**src/rtl/s16_to_p1024_reader_if.sv**
```systemverilog
// rtl/s16_to_p1024_reader_if.sv - controller, PE-side and Avalon read-master signals of the vector reader
interface s16_to_p1024_reader_if #(
    parameter int WORDS  = 64,
    parameter int DATA_W = 16,
    parameter int ADDR_W = 15
);
    logic                      start_control;
    logic [ADDR_W-1:0]         addr_in_control;
    logic                      busy_control;
    logic [WORDS*DATA_W-1:0]   dataout_pe;
    logic                      valid_pe;
    logic                      ready_pe;
    logic [ADDR_W-1:0]         address_input;
    logic                      read_input;
    logic                      chipselect;
    logic [1:0]                byteenable_input;
    logic                      waitrequest_input;
    logic [DATA_W-1:0]         readdata_input;
    logic                      readdatavalid_input;

    modport master (
        input  start_control, addr_in_control, ready_pe,
               waitrequest_input, readdata_input, readdatavalid_input,
        output busy_control, dataout_pe, valid_pe,
               address_input, read_input, chipselect, byteenable_input
    );

    modport slave (
        output start_control, addr_in_control, ready_pe,
               waitrequest_input, readdata_input, readdatavalid_input,
        input  busy_control, dataout_pe, valid_pe,
               address_input, read_input, chipselect, byteenable_input
    );
endinterface

```
**src/rtl/s16_to_p1024_reader.sv**
```systemverilog
// rtl/s16_to_p1024_reader.sv - burst-reads WORDS memory words and presents them as one wide vector
module s16_to_p1024_reader #(
    parameter int WORDS     = 64,
    parameter int DATA_W    = 16,
    parameter int ADDR_W    = 15,
    parameter int ADDR_STEP = 2
) (
    input  logic                  clk,
    input  logic                  rst,
    s16_to_p1024_reader_if.master bus
);
    localparam int CNT_W = $clog2(WORDS + 1);
    localparam logic [CNT_W-1:0] CNT_LAST = CNT_W'(WORDS - 1);
    localparam logic [CNT_W-1:0] CNT_FULL = CNT_W'(WORDS);

    typedef enum logic [1:0] {IDLE, READ, DRAIN, HOLD} state_t;

    state_t                  state;
    logic [CNT_W-1:0]        issue_cnt;
    logic [CNT_W-1:0]        rx_cnt;
    logic [ADDR_W-1:0]       addr_reg;
    logic                    read_q;
    logic                    valid_q;
    logic                    busy_q;
    logic [WORDS*DATA_W-1:0] data_q;
    logic                    capture;
    logic                    accept;

    // Responses are only collected while a burst is live and the vector still has room
    assign capture = (state == READ || state == DRAIN) && bus.readdatavalid_input && (rx_cnt < CNT_FULL);
    assign accept  = (state == READ) && read_q && !bus.waitrequest_input;

    assign bus.address_input    = addr_reg;
    assign bus.read_input       = read_q;
    assign bus.chipselect       = read_q;
    assign bus.byteenable_input = 2'b11;
    assign bus.valid_pe         = valid_q;
    assign bus.busy_control     = busy_q;
    assign bus.dataout_pe       = data_q;

    // Burst FSM: issue requests, collect in-order responses, hold the vector until the PE takes it
    always_ff @(posedge clk) begin
        if (rst) begin
            state     <= IDLE;
            issue_cnt <= '0;
            rx_cnt    <= '0;
            addr_reg  <= '0;
            read_q    <= 1'b0;
            valid_q   <= 1'b0;
            busy_q    <= 1'b0;
            data_q    <= '0;
        end else begin
            if (capture) begin
                data_q[DATA_W*int'(rx_cnt) +: DATA_W] <= bus.readdata_input;
                rx_cnt <= rx_cnt + CNT_W'(1);
            end
            case (state)
                IDLE: begin
                    if (bus.start_control) begin
                        addr_reg  <= bus.addr_in_control;
                        data_q    <= '0;
                        issue_cnt <= '0;
                        rx_cnt    <= '0;
                        read_q    <= 1'b1;
                        busy_q    <= 1'b1;
                        state     <= READ;
                    end
                end
                READ: begin
                    if (accept) begin
                        issue_cnt <= issue_cnt + CNT_W'(1);
                        addr_reg  <= addr_reg + ADDR_W'(ADDR_STEP);
                        if (issue_cnt == CNT_LAST) begin
                            read_q <= 1'b0;
                            state  <= DRAIN;
                        end
                    end
                end
                DRAIN: begin
                    if (capture && rx_cnt == CNT_LAST) begin
                        valid_q <= 1'b1;
                        state   <= HOLD;
                    end
                end
                HOLD: begin
                    if (bus.ready_pe) begin
                        valid_q <= 1'b0;
                        busy_q  <= 1'b0;
                        state   <= IDLE;
                    end
                end
                default: state <= IDLE;
            endcase
        end
    end
endmodule

```
**src/flat_wrapper.sv**
```systemverilog
// flat-port wrapper written by rule: the top's interface ports become plain ports
module s16_to_p1024_reader_flat 
#(
    parameter int WORDS     = 64,
    parameter int DATA_W    = 16,
    parameter int ADDR_W    = 15,
    parameter int ADDR_STEP = 2
)
  (clk, rst, bus_start_control, bus_addr_in_control, bus_ready_pe, bus_waitrequest_input, bus_readdata_input, bus_readdatavalid_input, bus_busy_control, bus_dataout_pe, bus_valid_pe, bus_address_input, bus_read_input, bus_chipselect, bus_byteenable_input);
  s16_to_p1024_reader_if #(.WORDS(WORDS), .DATA_W(DATA_W), .ADDR_W(ADDR_W)) bus_i ();
  input  logic clk;
  input  logic rst;
  input wire logic [$bits(bus_i.start_control)-1:0] bus_start_control;
  input wire logic [$bits(bus_i.addr_in_control)-1:0] bus_addr_in_control;
  input wire logic [$bits(bus_i.ready_pe)-1:0] bus_ready_pe;
  input wire logic [$bits(bus_i.waitrequest_input)-1:0] bus_waitrequest_input;
  input wire logic [$bits(bus_i.readdata_input)-1:0] bus_readdata_input;
  input wire logic [$bits(bus_i.readdatavalid_input)-1:0] bus_readdatavalid_input;
  output wire logic [$bits(bus_i.busy_control)-1:0] bus_busy_control;
  output wire logic [$bits(bus_i.dataout_pe)-1:0] bus_dataout_pe;
  output wire logic [$bits(bus_i.valid_pe)-1:0] bus_valid_pe;
  output wire logic [$bits(bus_i.address_input)-1:0] bus_address_input;
  output wire logic [$bits(bus_i.read_input)-1:0] bus_read_input;
  output wire logic [$bits(bus_i.chipselect)-1:0] bus_chipselect;
  output wire logic [$bits(bus_i.byteenable_input)-1:0] bus_byteenable_input;
  assign bus_i.start_control = bus_start_control;
  assign bus_i.addr_in_control = bus_addr_in_control;
  assign bus_i.ready_pe = bus_ready_pe;
  assign bus_i.waitrequest_input = bus_waitrequest_input;
  assign bus_i.readdata_input = bus_readdata_input;
  assign bus_i.readdatavalid_input = bus_readdatavalid_input;
  assign bus_busy_control = bus_i.busy_control;
  assign bus_dataout_pe = bus_i.dataout_pe;
  assign bus_valid_pe = bus_i.valid_pe;
  assign bus_address_input = bus_i.address_input;
  assign bus_read_input = bus_i.read_input;
  assign bus_chipselect = bus_i.chipselect;
  assign bus_byteenable_input = bus_i.byteenable_input;
  s16_to_p1024_reader #(.WORDS(WORDS), .DATA_W(DATA_W), .ADDR_W(ADDR_W), .ADDR_STEP(ADDR_STEP)) u_core (.clk(clk), .rst(rst), .bus(bus_i));
endmodule
```
**config.mk**
```make
export PLATFORM = sky130hd
export DESIGN_NAME = s16_to_p1024_reader_flat
export DESIGN_NICKNAME = d
export VERILOG_FILES = /design/src/rtl/s16_to_p1024_reader_if.sv /design/src/rtl/s16_to_p1024_reader.sv /design/src/flat_wrapper.sv
export SDC_FILE = /design/constraint.sdc
export NUM_CORES = 2
export LEC_CHECK = 0
export ABC_CLOCK_PERIOD_IN_PS = 4000
export CORE_AREA = 8 8 416 418
export DETAILED_ROUTE_END_ITERATION = 6
export DIE_AREA = 0 0 424 426
export GPL_TIMING_DRIVEN = 1
export PLACE_DENSITY = 0.53
export SYNTH_ARGS = -nofsm -noshare
export SYNTH_HDL_FRONTEND = slang
export SYNTH_SLANG_ARGS = --single-unit
```
**constraint.sdc**
```tcl
create_clock -name clk -period 4 [get_ports clk]
set_clock_uncertainty 0.15 [all_clocks]
set_input_delay 1 -clock clk [delete_from_list [all_inputs] [get_ports clk]]
set_output_delay 1 -clock clk [all_outputs]
set_load 0.005 [all_outputs]
```
# Word-level counts from Yosys, hierarchy flattened
# Cells that the tools add are included.
# op_classes
addsub	4
n_lt_le_gt_ge	1
n_eq_ne	10
shift	2
mux	27
reduce_logical	16
# ops
operator	n
$mux W1024	3
$bwmux W1024	1
$shift A16 B33 Y1024 const A	1
$shiftx A16 B33 Y1024	1
$mux W7	5
$neg A11 Y33	1
$mux W15	2
$pmux W15 S2	1
$add A15 B2 Y15 const B	1
$add A7 B1 Y7 const B	2
$eq A7 B6 Y1 const B	2
$pmux W7 S2	1
$mux W2	5
$reduce_and A3 Y1	3
$ne A2 B2 Y1 const B	4
$pmux W2 S4	1
$lt A7 B7 Y1 const B	1
$pmux W1 S2	3
$reduce_bool A2 Y1	3
$logic_and A1 B1 Y1	5
$mux W1	5
$reduce_and A5 Y1	1
$eq A2 B2 Y1 const B	2
$reduce_and A4 Y1	1
5 further kinds	5
# word_totals
ff_bits	1058
input_bits	37
out_inout_bits	1045

# Longest topological paths before layout
# logic_depth
ltp_word	7
mapped_depth	14
depth_no_buf	10

# Least setup slack after synthesis
# No wires, ideal clock.
# synth_timing
path_type	reg-to-reg
start	register u_core.rx_cnt[0]
end	register u_core.data_q[624] (netlist: u_core.bus.dataout_pe[624])
arrival_time_ns	3.586
t_required_ns	3.725
path_slack_ns	0.139
path_stages_with_launch	13
period_less_slack_ns	3.861
path_cell_list	dfxtp_1 > buf_2 > inv_1 > ha_1 > or4b_2 > nor2_1 > ha_1 > nand4b_4 > a2111oi_0 > nand4_1 > clkbuf_1 > nand3_1 > o21ai_0
# synth_via
elab_chain_len	6
elab_cells_between_ends	9
classes_between	add/sub (1); order compare (1); shift (2); mux (4); reduce/logical (1)
# synth_rtl
element	line_no	source
start, declared	s16_to_p1024_reader.sv:20	logic [CNT_W-1:0] rx_cnt;
start signal, assigned	s16_to_p1024_reader.sv:55	rx_cnt <= rx_cnt + CNT_W'(1);
$neg A11 Y33	s16_to_p1024_reader.sv:54	data_q[DATA_W*int'(rx_cnt) +: DATA_W] <= bus.readdata_input;
$shiftx A16 B33 Y1024 or $shift A16 B33 Y1024 (tied branches)	s16_to_p1024_reader.sv:54	
$bwmux W1024	s16_to_p1024_reader.sv:54	
$mux W1024 *	s16_to_p1024_reader.sv:53	if (capture) begin
$mux W1024	s16_to_p1024_reader.sv:59	if (bus.start_control) begin
$mux W1024 *	s16_to_p1024_reader.sv:57	case (state)
end signal, assigned by index	s16_to_p1024_reader.sv:54	
end, declared	s16_to_p1024_reader.sv:25	logic [WORDS*DATA_W-1:0] data_q;
# Mark *: on every way between the ends. The rest lies on a longest branch, timed or not.
# A chain may end at the register's enable or synchronous reset.

# Worst setup path after layout
# layout_timing
start	register u_core.rx_cnt[0]
end	register u_core.data_q[340] (netlist: u_core.bus.dataout_pe[340])
# The elaborated chain is that of the path after synthesis.

==> impl_metrics.csv <==
group,metric,value,unit
placed_design,gp_congestion,0.8791,
floorplan,die_y,426,um
routing,via_per_inst,4.774,
final_layout,drive_above_1_share,0.09076,
grt,antenna_found_initial,11,
sta,slew_viol_final,0,
grt,grt_overflow_total,0,
placed_design,place_ws,0.3076,ns
power_and_ir_drop,clkPwrFrac,0.452,
clocking,cts_buffer_depth,3,
sta,post-route-min-period,3.681,ns
logic_synthesis,yosys_register_bits,1058,
routing,drt-initial-drc-count,2628,
logic_synthesis,synth_top_area_frac,0.5268,
grt,grt_pass1_vias,35720,
worst_hold_path,worstHoldPathType,"flop to flop",
sta,rsz0062_at_grt,"false",
sta,finalCritPeriodShare,0.9202,
logic_synthesis,ys_seq_area_frac,0.5268,
grt,grt_max_degree,97,
floorplan,io_pins,1082,
clocking,cts_root_buf,"clkbuf_16",
logic_synthesis,synth_warnings,0,
clocking,cts-hold-fix-buffers,0,
run,maxCapViolCount,0,
power_and_ir_drop,p_leak,21.20,nW
power_and_ir_drop,pwr-share-comb,0.136,
floorplan,fp-row-count,150,
sta,final.setup.tns,0,ns
setup_path,path_max_fanout,32,
routing,first_pass_iters,7,
routing,wl_per_cell,27.98,um
clocking,clkTransAtPathRegs,0.07,ns
clocking,clock_latency,0.75,ns
sta,relSlewSlack,0.06464,
logic_synthesis,synth_most_common_cell,"dfxtp_1",
power_and_ir_drop,peakVddDrop,389.9,uV
sta,setup_viol,0,
run_status,status,"finished, violations left",
floorplan,die_x,424,um
clocking,cts_tree,"yes",
run_status,violations,"DRC",
logic_synthesis,yosysUniqueCellTypes,74,
logic_synthesis,synth_edf_count,0,
clocking,htree_levels,3,
setup_path,worstPathRequired,4.47,ns
routing,antenna_left,0,
setup_path,arrival,4.15,ns
sta,worst_slew_pin_slew,1.384,ns
logic_synthesis,yosysTopAreaCell,"dfxtp_1",
power_and_ir_drop,p_sw,7.554,mW
final_layout,fillCellCount,17120,
floorplan,die_area,180600,um^2
floorplan,start_util,0.2418,
logic_synthesis,syn_area,40200,um^2
routing,vias,36380,
logic_synthesis,synth-main-ff-cell,"dfxtp_1",
logic_synthesis,async_flop_share,0,
grt,grt_usage,0.2229,
sta,max_clock_freq,271.7,MHz
setup_path,cp-end-kind,"flop",
placed_design,portBuffers,1079,
logic_synthesis,synth.avg_cell_area,9.374,um^2
logic_synthesis,synthTopCellsByArea,"dfxtp_1 (53%), mux2i_1 (17%), nand2_1 (9.0%)",
clocking,cts_sinks,1058,
power_and_ir_drop,p_seq_frac,0.412,
final_layout,nNetsFinal,5350,
grt,grt_pass1_wl,289900,um
clocking,cts_setup_buffers,0,
setup_path,startpoint_type,"flop",
routing,drt-total-wl,213200,um
clocking,cts_resized,0,
power_and_ir_drop,switching_share,0.2897,
clocking,cts-buffers-inserted,119,
routing,drc,1,
sta,fin_ws,0.3192,ns
placed_design,dp_hpwl,158500,um
floorplan,coreArea,166300,um^2
sta,hold_viol_final,0,
setup_path,crit_type,"flop to flop",
final_layout,area_delta_synth_final,44.71,%
power_and_ir_drop,p_per_area,448.2,nW/um^2
logic_synthesis,synthCells,4289,
logic_synthesis,ys_top_cells_by_count,"dfxtp_1 (1,058), nand2_1 (965), mux2i_1 (667)",
power_and_ir_drop,p_int,18.52,mW
[worst max-delay path, cell delays in order, from the launching register on]
cell and delay, ns:
dfxtp_1 0.31, inv_1 0.12, ha_1 0.18, or4b_2 0.62, nor2_1 0.18, ha_1 0.23
nand4b_4 0.18, a211oi_4 0.61, buf_12 0.25, nand4_1 0.16, buf_4 0.31, nand3_1 0.12
o21ai_0 0.09
[cell families (layout without fill, tap and decap cells)]
kind of cell    Yosys count  after routing  synth area share
compound gates          530            530           0.07650
buf+inv                 388           1508           0.04233
other cells               1              9        0.00009328
fa+ha+maj                 9              9          0.002801
flops                  1058           1058            0.5268
simple gates           1622           1622            0.1820
mux                     669            669            0.1666
xor+xnor                 12             12          0.002801
[layout make-up]
| cell class | count | area [um^2] | area share |
|---|---|---|---|
| multi-input cells | 2844 | 17520 | 0.3011 |
| inverters | 8 | 30.03 | 0.0005162 |
| clock buffers | 185 | 3679 | 0.06323 |
| clock inverters | 42 | 553.0 | 0.009506 |
| repair buffers | 1273 | 12440 | 0.2139 |
| well taps | 2204 | 2758 | 0.04740 |
| diodes | 7 | 17.52 | 0.0003011 |
| flip-flops and latches | 1058 | 21180 | 0.3641 |
[registers in the layout (all words and copies together), names as in the netlist]
signal,flops
u_core.rx_cnt,7
u_core.bus.dataout_pe,1024
u_core.bus.valid_pe,1
u_core.state,2
u_core.bus.chipselect,1
u_core.issue_cnt,7
u_core.bus.address_input,15
u_core.bus.busy_control,1
[path summary, 6_finish.rpt]
check / from / to / slack [ns] / cells past startpoint
max: u_core.rx_cnt[0] / u_core.bus.dataout_pe[340] / 0.32 / 12
min: u_core.bus.dataout_pe[837] / u_core.bus.dataout_pe[837] / 0.30 / 2
max reg2reg: u_core.rx_cnt[0] / u_core.bus.dataout_pe[340] / 0.32 / 12
min reg2reg: u_core.bus.dataout_pe[837] / u_core.bus.dataout_pe[837] / 0.30 / 2
[power groups by stage]
stage | logic [mW] | clock network, mW | registers (mW)
after floorplan | 1.83 | 0 | 11.0
after global placement | 3.55 | 0 | 11.0
after detailed placement | 3.56 | 0 | 11.0
after CTS | 3.57 | 12.1 | 10.7
after global routing | 3.77 | 12.5 | 10.8
final | 3.54 | 11.8 | 10.8
[cell usage in the layout (no fill, tap or decap), types with 9 or more instances in the layout]
cell type and instances:
buf_12 19, mux2i_1 667, or3_1 15, clkinv_2 16, clkdlybuf4s50_1 1063, o21ai_0 286, nand4_1 70, o211ai_1 81
buf_4 186, and2_1 10, and3_1 12, nor3_4 10, nor3_2 9, nor2_2 11, a21oi_1 86, bufinv_16 10
nand2_1 964, clkbuf_8 41, clkbuf_1 23, nand3_1 387, nor2_1 57, clkbuf_16 121, o31ai_1 38, ha_1 9
dfxtp_1 1058
[metal layers]
metal  vias to the layer above  routed length (um)  GRT usage
met5                         -                  27          0
met4                         4               11660     0.1143
met3                       337               12650    0.04702
met2                      1278              104900     0.3877
met1                     17900               84030     0.2583
li1                      16860                   -          -
[stage by stage]
stage	hold slack, ns	util	cell area, um^2	std cells	total power [mW]
5_1_grt	0.3182	0.3498	58170	7619	26.98
2_1_floorplan	0.2983	-	40210	4290	12.80
4_1_cts	0.3016	0.3497	58150	7614	26.37
6_report	0.3021	0.3499	58180	7621	26.08
3_3_place_gp	0.2878	0.3243	53920	7387	14.53
3_5_place_dp	0.2952	0.3243	53920	7387	14.54
Power figures use the tool's default switching activity.
